`src/rtl/accel_uart_pkg.sv`:
```
// rtl/accel_uart_pkg.sv - shared constants and types for the accel UART host link
// Purpose: command codes, packet/frame geometry and the response-transmitter
//          FSM state type shared by the UART link blocks.
// Ports:   none (package).
package accel_uart_pkg;

   // Host command codes carried in the first packet byte
   localparam logic [7:0] CMD_CSR_WR   = 8'h00;
   localparam logic [7:0] CMD_BUF_WR_A = 8'h20;
   localparam logic [7:0] CMD_BUF_WR_B = 8'h30;
   localparam logic [7:0] CMD_START    = 8'h50;
   localparam logic [7:0] CMD_STATUS   = 8'h70;

   // Packet: cmd, addr[7:0], addr[15:8], data byte 0..3
   localparam int PKT_BYTES = 7;

   // 8N1 frame
   localparam logic START_BIT  = 1'b0;
   localparam logic STOP_BIT   = 1'b1;
   localparam int   DATA_BITS  = 8;
   localparam int   FRAME_BITS = DATA_BITS + 2;

   typedef enum logic [1:0] {
      ST_IDLE,
      ST_SEND,
      ST_GAP,
      ST_DONE
   } resp_state_t;

endpackage

```
`src/rtl/uart_byte_tx.sv`:
```
// rtl/uart_byte_tx.sv - 8N1 byte serializer with gapless back-to-back framing
// Purpose: shifts one byte out as start bit, 8 data bits LSB first, stop bit,
//          each bit held CLKS_PER_BIT cycles.
// Ports:
//   i_clk         system clock, rising edge
//   i_rst         asynchronous active-high reset
//   i_byte_valid  byte offered
//   i_byte_data   byte to send
//   o_byte_ready  high when idle and in the last cycle of the stop bit
//   o_tx          registered serial output, idle high
module uart_byte_tx #(
   parameter int CLKS_PER_BIT = 434
) (
   input  logic       i_clk,
   input  logic       i_rst,
   input  logic       i_byte_valid,
   input  logic [7:0] i_byte_data,
   output logic       o_byte_ready,
   output logic       o_tx
);
   import accel_uart_pkg::*;

   localparam int              BW        = (CLKS_PER_BIT > 2) ? $clog2(CLKS_PER_BIT) : 1;
   localparam logic [BW-1:0]   BAUD_LAST = BW'(CLKS_PER_BIT - 1);
   localparam logic [3:0]      BIT_LAST  = 4'(DATA_BITS);      // last data bit index
   localparam logic [3:0]      BIT_STOP  = 4'(DATA_BITS + 1);  // stop bit index

   // r_bit_cnt: 0 = start bit, 1..8 = data bits, 9 = stop bit
   logic [BW-1:0] r_baud_cnt;
   logic [3:0]    r_bit_cnt;
   logic [7:0]    r_shift;
   logic          r_busy;
   logic          r_tx;
   logic          w_baud_last;
   logic          w_stop_last;

   assign w_baud_last  = (r_baud_cnt == BAUD_LAST);
   assign w_stop_last  = r_busy && (r_bit_cnt == BIT_STOP) && w_baud_last;
   // Ready in the final stop cycle lets the next start bit follow with no idle cycle
   assign o_byte_ready = !r_busy || w_stop_last;
   assign o_tx         = r_tx;

   always_ff @(posedge i_clk or posedge i_rst) begin
      if (i_rst) begin
         r_baud_cnt <= '0;
         r_bit_cnt  <= '0;
         r_shift    <= '0;
         r_busy     <= 1'b0;
         r_tx       <= STOP_BIT;
      end else if (i_byte_valid && o_byte_ready) begin
         r_shift    <= i_byte_data;
         r_baud_cnt <= '0;
         r_bit_cnt  <= '0;
         r_busy     <= 1'b1;
         r_tx       <= START_BIT;
      end else if (r_busy) begin
         if (w_baud_last) begin
            r_baud_cnt <= '0;
            if (r_bit_cnt == BIT_STOP) begin
               r_busy <= 1'b0;
            end else begin
               r_bit_cnt <= r_bit_cnt + 4'd1;
               if (r_bit_cnt == BIT_LAST) begin
                  r_tx <= STOP_BIT;
               end else begin
                  r_tx    <= r_shift[0];
                  r_shift <= {1'b0, r_shift[7:1]};
               end
            end
         end else begin
            r_baud_cnt <= r_baud_cnt + 1'b1;
         end
      end
   end

endmodule

```
`src/rtl/uart_resp_tx.sv`:
```
// rtl/uart_resp_tx.sv - 7-byte response packet transmitter for the UART host link
// Purpose: accepts {cmd, addr, data} on a valid/ready handshake and sends it as
//          cmd, addr lo, addr hi, data byte 0..3 in 8N1 frames, followed by
//          GAP_BITS idle bit-times.
// Ports:
//   i_clk         system clock, rising edge
//   i_rst         asynchronous active-high reset
//   i_resp_valid  response available
//   o_resp_ready  registered; block can accept a response
//   i_resp_cmd    command byte, sent first
//   i_resp_addr   address, low byte first
//   i_resp_data   payload, byte 0 first
//   o_uart_tx     serial line, idle high
//   o_tx_busy     high from acceptance until packet completion
//   o_pkt_done    one-cycle pulse in the final cycle of the packet
module uart_resp_tx #(
   parameter int CLK_HZ   = 50_000_000,
   parameter int BAUD     = 115_200,
   parameter int GAP_BITS = 2
) (
   input  logic        i_clk,
   input  logic        i_rst,
   input  logic        i_resp_valid,
   output logic        o_resp_ready,
   input  logic [7:0]  i_resp_cmd,
   input  logic [15:0] i_resp_addr,
   input  logic [31:0] i_resp_data,
   output logic        o_uart_tx,
   output logic        o_tx_busy,
   output logic        o_pkt_done
);
   import accel_uart_pkg::*;

   localparam int CLKS_PER_BIT = CLK_HZ / BAUD;

   generate
      if (CLKS_PER_BIT < 2) begin : g_bad_cfg
         $error("uart_resp_tx: CLK_HZ/BAUD must be at least 2");
      end
   endgenerate

   // The tail timer spans the last byte plus the gap so that the single DONE
   // cycle lands on the final high cycle of the packet, even with no gap.
   localparam int            TAIL_CYCLES = (FRAME_BITS + GAP_BITS) * CLKS_PER_BIT;
   localparam int            TW          = $clog2(TAIL_CYCLES);
   localparam logic [TW-1:0] TAIL_LOAD   = TW'(TAIL_CYCLES - 2);
   localparam logic [2:0]    LAST_BYTE   = 3'(PKT_BYTES - 1);

   resp_state_t   r_state;
   resp_state_t   w_state_nxt;
   logic [47:0]   r_shift;      // bytes 1..6; byte 0 (cmd) goes straight out at accept
   logic [2:0]    r_byte_cnt;   // index of the byte currently in the serializer
   logic [TW-1:0] r_tail_cnt;
   logic          r_ready;
   logic          r_busy;
   logic          r_done;

   logic          w_xfer;
   logic          w_handoff;
   logic          w_byte_valid;
   logic [7:0]    w_byte_data;
   logic          w_byte_ready;

   assign w_xfer = i_resp_valid && r_ready;

   always_comb begin
      w_state_nxt  = r_state;
      w_byte_valid = 1'b0;
      w_byte_data  = i_resp_cmd;
      w_handoff    = 1'b0;
      case (r_state)
         ST_IDLE, ST_DONE: begin
            // Serializer is idle or in its last stop cycle here, so it takes cmd now
            if (w_xfer) begin
               w_state_nxt  = ST_SEND;
               w_byte_valid = 1'b1;
            end else begin
               w_state_nxt = ST_IDLE;
            end
         end
         ST_SEND: begin
            if (r_byte_cnt != LAST_BYTE) begin
               w_byte_data = r_shift[7:0];
               if (w_byte_ready) begin
                  w_byte_valid = 1'b1;
                  w_handoff    = 1'b1;
               end
            end else if (r_tail_cnt == '0) begin
               w_state_nxt = ST_DONE;
            end else if (w_byte_ready) begin
               w_state_nxt = ST_GAP;
            end
         end
         ST_GAP: begin
            if (r_tail_cnt == '0) begin
               w_state_nxt = ST_DONE;
            end
         end
         default: w_state_nxt = ST_IDLE;
      endcase
   end

   always_ff @(posedge i_clk or posedge i_rst) begin
      if (i_rst) begin
         r_state    <= ST_IDLE;
         r_shift    <= '0;
         r_byte_cnt <= '0;
         r_tail_cnt <= '0;
         r_ready    <= 1'b0;
         r_busy     <= 1'b0;
         r_done     <= 1'b0;
      end else begin
         r_state <= w_state_nxt;
         r_ready <= (w_state_nxt == ST_IDLE) || (w_state_nxt == ST_DONE);
         r_busy  <= (w_state_nxt == ST_SEND) || (w_state_nxt == ST_GAP);
         r_done  <= (w_state_nxt == ST_DONE);
         if (w_xfer) begin
            r_shift    <= {i_resp_data, i_resp_addr};
            r_byte_cnt <= '0;
         end else if (w_handoff) begin
            r_shift    <= {8'h00, r_shift[47:8]};
            r_byte_cnt <= r_byte_cnt + 3'd1;
            if (r_byte_cnt == LAST_BYTE - 3'd1) begin
               r_tail_cnt <= TAIL_LOAD;
            end
         end else if (r_tail_cnt != '0) begin
            r_tail_cnt <= r_tail_cnt - 1'b1;
         end
      end
   end

   assign o_resp_ready = r_ready;
   assign o_tx_busy    = r_busy;
   assign o_pkt_done   = r_done;

   uart_byte_tx #(
      .CLKS_PER_BIT (CLKS_PER_BIT)
   ) u_byte_tx (
      .i_clk        (i_clk),
      .i_rst        (i_rst),
      .i_byte_valid (w_byte_valid),
      .i_byte_data  (w_byte_data),
      .o_byte_ready (w_byte_ready),
      .o_tx         (o_uart_tx)
   );

endmodule

```
`config.mk`:
```
export PLATFORM = sky130hd
export DESIGN_NAME = uart_resp_tx
export DESIGN_NICKNAME = d
export VERILOG_FILES = /design/src/rtl/accel_uart_pkg.sv /design/src/rtl/uart_byte_tx.sv /design/src/rtl/uart_resp_tx.sv
export SDC_FILE = /design/constraint.sdc
export NUM_CORES = 1
export LEC_CHECK = 0
export ABC_AREA = 1
export ABC_CLOCK_PERIOD_IN_PS = 3130
export BUFFER_PORTS_ARGS = -buffer_cell sky130_fd_sc_hd__buf_2
export CAP_MARGIN = 30
export CORE_MARGIN = 1
export CORE_UTILIZATION = 58
export CTS_CLUSTER_SIZE = 25
export DETAILED_ROUTE_END_ITERATION = 8
export HOLD_SLACK_MARGIN = 0.1
export PLACE_DENSITY_LB_ADDON = 0.05
export SYNTH_ARGS = -nofsm -noshare
export SYNTH_HDL_FRONTEND = slang
export SYNTH_SLANG_ARGS = --single-unit
export TNS_END_PERCENT = 10
```
`constraint.sdc`:
```
create_clock -name i_clk -period 3.13 [get_ports i_clk]
set_clock_uncertainty 0.15 [all_clocks]
set_input_delay 0 -clock i_clk [delete_from_list [all_inputs] [get_ports i_clk]]
set_output_delay 0 -clock i_clk [all_outputs]
set_load 0.005 [all_outputs]
```
==> tab_implementation.tex <==
\begin{tabular}{lr}
\hline
Metric & Value \\
\hline
\multicolumn{2}{l}{\textbf{Outcome}} \\
\quad Status & finished, final reports clean \\
\multicolumn{2}{l}{\textbf{Floorplan}} \\
\quad Row cnt & 32 \\
\quad Die height & a little over 90 µm \\
\quad Ports placed on the boundary & between 60 and 70 \\
\quad Area enclosed by the die boundary & around 8700 µm² \\
\quad Floorplan die width & 93.3 µm \\
\quad Floorplan Core Area & 7890 µm² \\
\quad Initial standard-cell utilization of the core & between 60\% and 70\% \\
\multicolumn{2}{l}{\textbf{Power}} \\
\quad Internal power summed over all cells & around 1.6 mW \\
\quad Proportion of total power due to net switching & about a quarter \\
\quad Gate power share & 6.2\% \\
\quad P per Cell Area & around 350 nW/µm² \\
\quad Standby leakage power & about 3 nW \\
\quad Net switching power & 511 µW \\
\quad Peak ir drop on the vdd network & 0.000268 V \\
\quad Flop pwr share & a little under three fifths \\
\quad Clock Power Share & between 30\% and 40\% \\
\multicolumn{2}{l}{\textbf{Worst setup path}} \\
\quad Category of the worst setup path capture point & register \\
\quad CP arrival & around 2.5 ns \\
\quad Critical-path maximum fanout & 13 \\
\quad Setup Crit Path Kind & reg2reg \\
\quad Worst Path Required & around 3.2 ns \\
\quad Kind of launch point of the worst setup path & register \\
\multicolumn{2}{l}{\textbf{Layout}} \\
\quad Most common cell after layout, fill and taps aside & nand2\_1 \\
\quad Signed area change from the synthesized netlist to the final layout & 24.0\% \\
\quad Layout cell share with drive strength beyond 1 & between 15 and 20\% \\
\quad Leading cell types in the layout, fill and taps excluded & nand2\_1, dfrtp\_1, nor2\_1 \\
\quad Net count reported at finish & 774 \\
\quad Inserted Diodes & 0 \\
\quad Total non-filler cell area in the finished layout & $\sim$6000 µm² \\
\multicolumn{2}{l}{\textbf{GRT}} \\
\quad Vias in the first global route & between 4,000 and 5,000 \\
\quad Remaining global-route overflow & 0 \\
\quad Initial antenna violation count & 0 \\
\quad Overall Global Routing Usage & between 20\% and 30\% \\
\quad First-pass GRT wire length & around 20,000 µm \\
\quad Maximum number of pins on one net before global-route repair & 54 \\
\multicolumn{2}{l}{\textbf{Placed design}} \\
\quad DP Wirelength & between 7000 and 8000 µm \\
\quad Input/output buffers & between 60 and 70 \\
\quad Total cell area at the placement stage & approximately 5200 µm² \\
\quad Final estimated routing congestion in global placement & 0.885 \\
\multicolumn{2}{l}{\textbf{Timing}} \\
\quad RSZ-0062 raised after global routing & no \\
\quad Remaining max-slew budget at the tightest pin & 68.6\% \\
\quad Number of hold violations in the final report & 0 \\
\quad Tightest Pin Transition & about 0.47 ns \\
\quad Max-slew violation count & 0 \\
\quad TNS Setup & 0 ns \\
\quad Maximum achievable frequency & between 0.4 and 0.5 GHz \\
\quad Final min period & about 2.4 ns \\
\quad Period Utilization, post-route & about three quarters \\
\quad Final setup violation count & 0 \\
\multicolumn{2}{l}{\textbf{CTS}} \\
\quad Maximum root-to-sink buffer count & 2 \\
\quad Clock buffers created by TritonCTS & 9 \\
\quad Maximum level of the CTS H-tree & 3 \\
\quad Cts repair resizes & 0 \\
\quad Clk sinks & 92 \\
\quad Root Buffer & clkbuf\_8 \\
\quad CTS clk-pin slew, worst paths & between 0.1 and 0.15 ns \\
\quad CTS hold repair buffers & 57 \\
\quad TritonCTS clock tree & yes \\
\quad Clock Latency Late Sink & between 0.3 and 0.4 ns \\
\quad Buffers inserted by post-CTS timing repair & 0 \\
\multicolumn{2}{l}{\textbf{Synth}} \\
\quad Ys async rst share & 100\% \\
\quad Sequential element share of the synthesized area & between 40 and 50\% \\
\quad Total of warnings raised by yosys & 0 \\
\quad Synth top area cells & dfrtp\_1, nand2\_1, nor2\_1 \\
\quad Post-synthesis average cell area & 8.29 µm² \\
\quad Most used flip-flop cell after synthesis & dfrtp\_1 \\
\quad Synth Register Bits & 92 \\
\quad Count of flip-flops with a built-in enable after synthesis & 0 \\
\quad Net count after synthesis & roughly 660 \\
\quad Netlist area before placement & around 4800 µm² \\
\quad Leading area contributor after synthesis & dfrtp\_1 \\
\quad Share of the synthesized area in the top cell type & a little under half \\
\quad Number of instances in the synthesized netlist & 583 \\
\quad Distinct cells, synth & 37 \\
\multicolumn{2}{l}{\textbf{Drt}} \\
\quad Post-Route WL & approximately 12,000 µm \\
\quad Remaining DRCs & 0 \\
\quad Number of vias after detailed routing & $\sim$4,300 \\
\quad Number of detailed-route iterations in the first pass & 5 \\
\quad Drt wl/cell & between 10 and 15 µm \\
\quad Number of nets still failing antenna checks after routing & 0 \\
\quad Routed vias/inst & 5.32 \\
\quad Number of design-rule violations left by the first detailed-router iteration & 220 \\
\multicolumn{2}{l}{\textbf{Job}} \\
\quad Number of maximum-capacitance violations & 0 \\
\multicolumn{2}{l}{\textbf{Hold path}} \\
\quad Path class of the lowest-slack min-delay path & in2reg \\
\hline
\end{tabular}
[area by class of cell]
| cell class | count | area (µm²) |
|---|---|---|
| inverter | 49 | 186 |
| multi-input combinational | 422 | 2220 |
| fill | 575 | 1900 |
| timing repair buffer | 127 | 976 |
| sequential | 92 | 2300 |
| clock inverter | 6 | 48.8 |
| tap | 102 | 128 |
| clock buffer | 10 | 128 |
[final timing paths]
kind,from,end,slack (ns),depth (start not counted)
setup / recovery,u_byte_tx.r_baud_cnt[1],r_tail_cnt[10],0.77,11
hold / removal,i_resp_valid,r_shift[21],0.11,4
setup reg to reg,u_byte_tx.r_baud_cnt[1],r_tail_cnt[10],0.77,11
hold reg to reg,r_tail_cnt[0],r_tail_cnt[0],0.33,2
max in group asynchronous,i_rst,r_tail_cnt[0],1.66,6
min in group asynchronous,i_rst,u_byte_tx.r_shift[4],0.43,4
[kinds of logic after synthesis]
logic type	synth area share (%)
fa+ha+maj	3.63
buf+inv	6.37
simple gates	27.4
flops	47.7
compound gates	12.2
xor+xnor	2.72
[synth_stat cells (all sizes together) (3+ instances only)]
| cell | n |
|---|---|
| nand2 | 172 |
| dfrtp | 91 |
| nor2 | 82 |
| nand3 | 49 |
| inv | 48 |
| o21ai | 39 |
| ha | 14 |
| buf | 13 |
| o211ai | 13 |
| o22ai | 10 |
| xor2 | 10 |
| a21oi | 9 |
| nor3 | 8 |
| clkbuf | 7 |
| xnor2 | 5 |
| o2111ai | 3 |
| o31ai | 3 |
[power groups by stage]
| stage | clock network, mW | registers (mW) | logic (mW) |
|---|---|---|---|
| floorplan | 0 | 1.21 | 0.0180 |
| global placement | 0 | 1.21 | 0.0659 |
| detailed placement | 0 | 1.21 | 0.0661 |
| CTS | 0.760 | 1.19 | 0.120 |
| global route | 0.820 | 1.19 | 0.140 |
| finish | 0.759 | 1.19 | 0.129 |
[stage by stage]
step / cells / hold WS (ns) / total power, mW / util [%] / setup slack (ns)
2_1_floorplan: 583 / -0.0290 / 1.23 / - / 0.590
3_3_place_gp: 733 / 0.0586 / 1.28 / 66.0 / 0.902
3_5_place_dp: 733 / 0.0657 / 1.28 / 66.0 / 0.787
4_1_cts: 806 / 0.117 / 2.07 / 75.5 / 0.771
5_1_grt: 808 / 0.156 / 2.15 / 76.0 / 0.567
6_report: 808 / 0.112 / 2.08 / 76.0 / 0.772
[state kept, by name, indices dropped and copies added (netlist names)]
| register | flops |
|---|---|
| r_shift | 48 |
| r_tail_cnt | 13 |
| u_byte_tx.r_baud_cnt | 9 |
| u_byte_tx.r_shift | 8 |
| u_byte_tx.r_bit_cnt | 4 |
| r_byte_cnt | 3 |
| r_state | 2 |
| o_pkt_done | 1 |
| o_resp_ready | 1 |
| o_tx_busy | 1 |
| u_byte_tx.o_tx | 1 |
| u_byte_tx.r_busy | 1 |
[metal layers]
| layer | routed length, µm | vias up | part of all wire, % | track usage [%] |
|---|---|---|---|---|
| li1 | - | 2111 | - | - |
| met1 | 5070 | 2032 | 43 | 34.7 |
| met2 | 6000 | 126 | 51 | 51.9 |
| met3 | 499 | 30 | 4.2 | 3.50 |
| met4 | 257 | 0 | 2.2 | 11.8 |
| met5 | 0 | - | 0 | 0 |
[critical path: stages, from the launching register on]
cell and delay [ns]:
dfrtp_1 0.41, inv_1 0.09, ha_1 0.16, nand2_1 0.08, nor2_1 0.13, nand2_2 0.09
o21ai_2 0.13, nand2_1 0.12, nand2_1 0.33, nand3_2 0.33, nand2_1 0.14, nand2_1 0.07
Note: power is estimated with default switching activity, not from simulation.
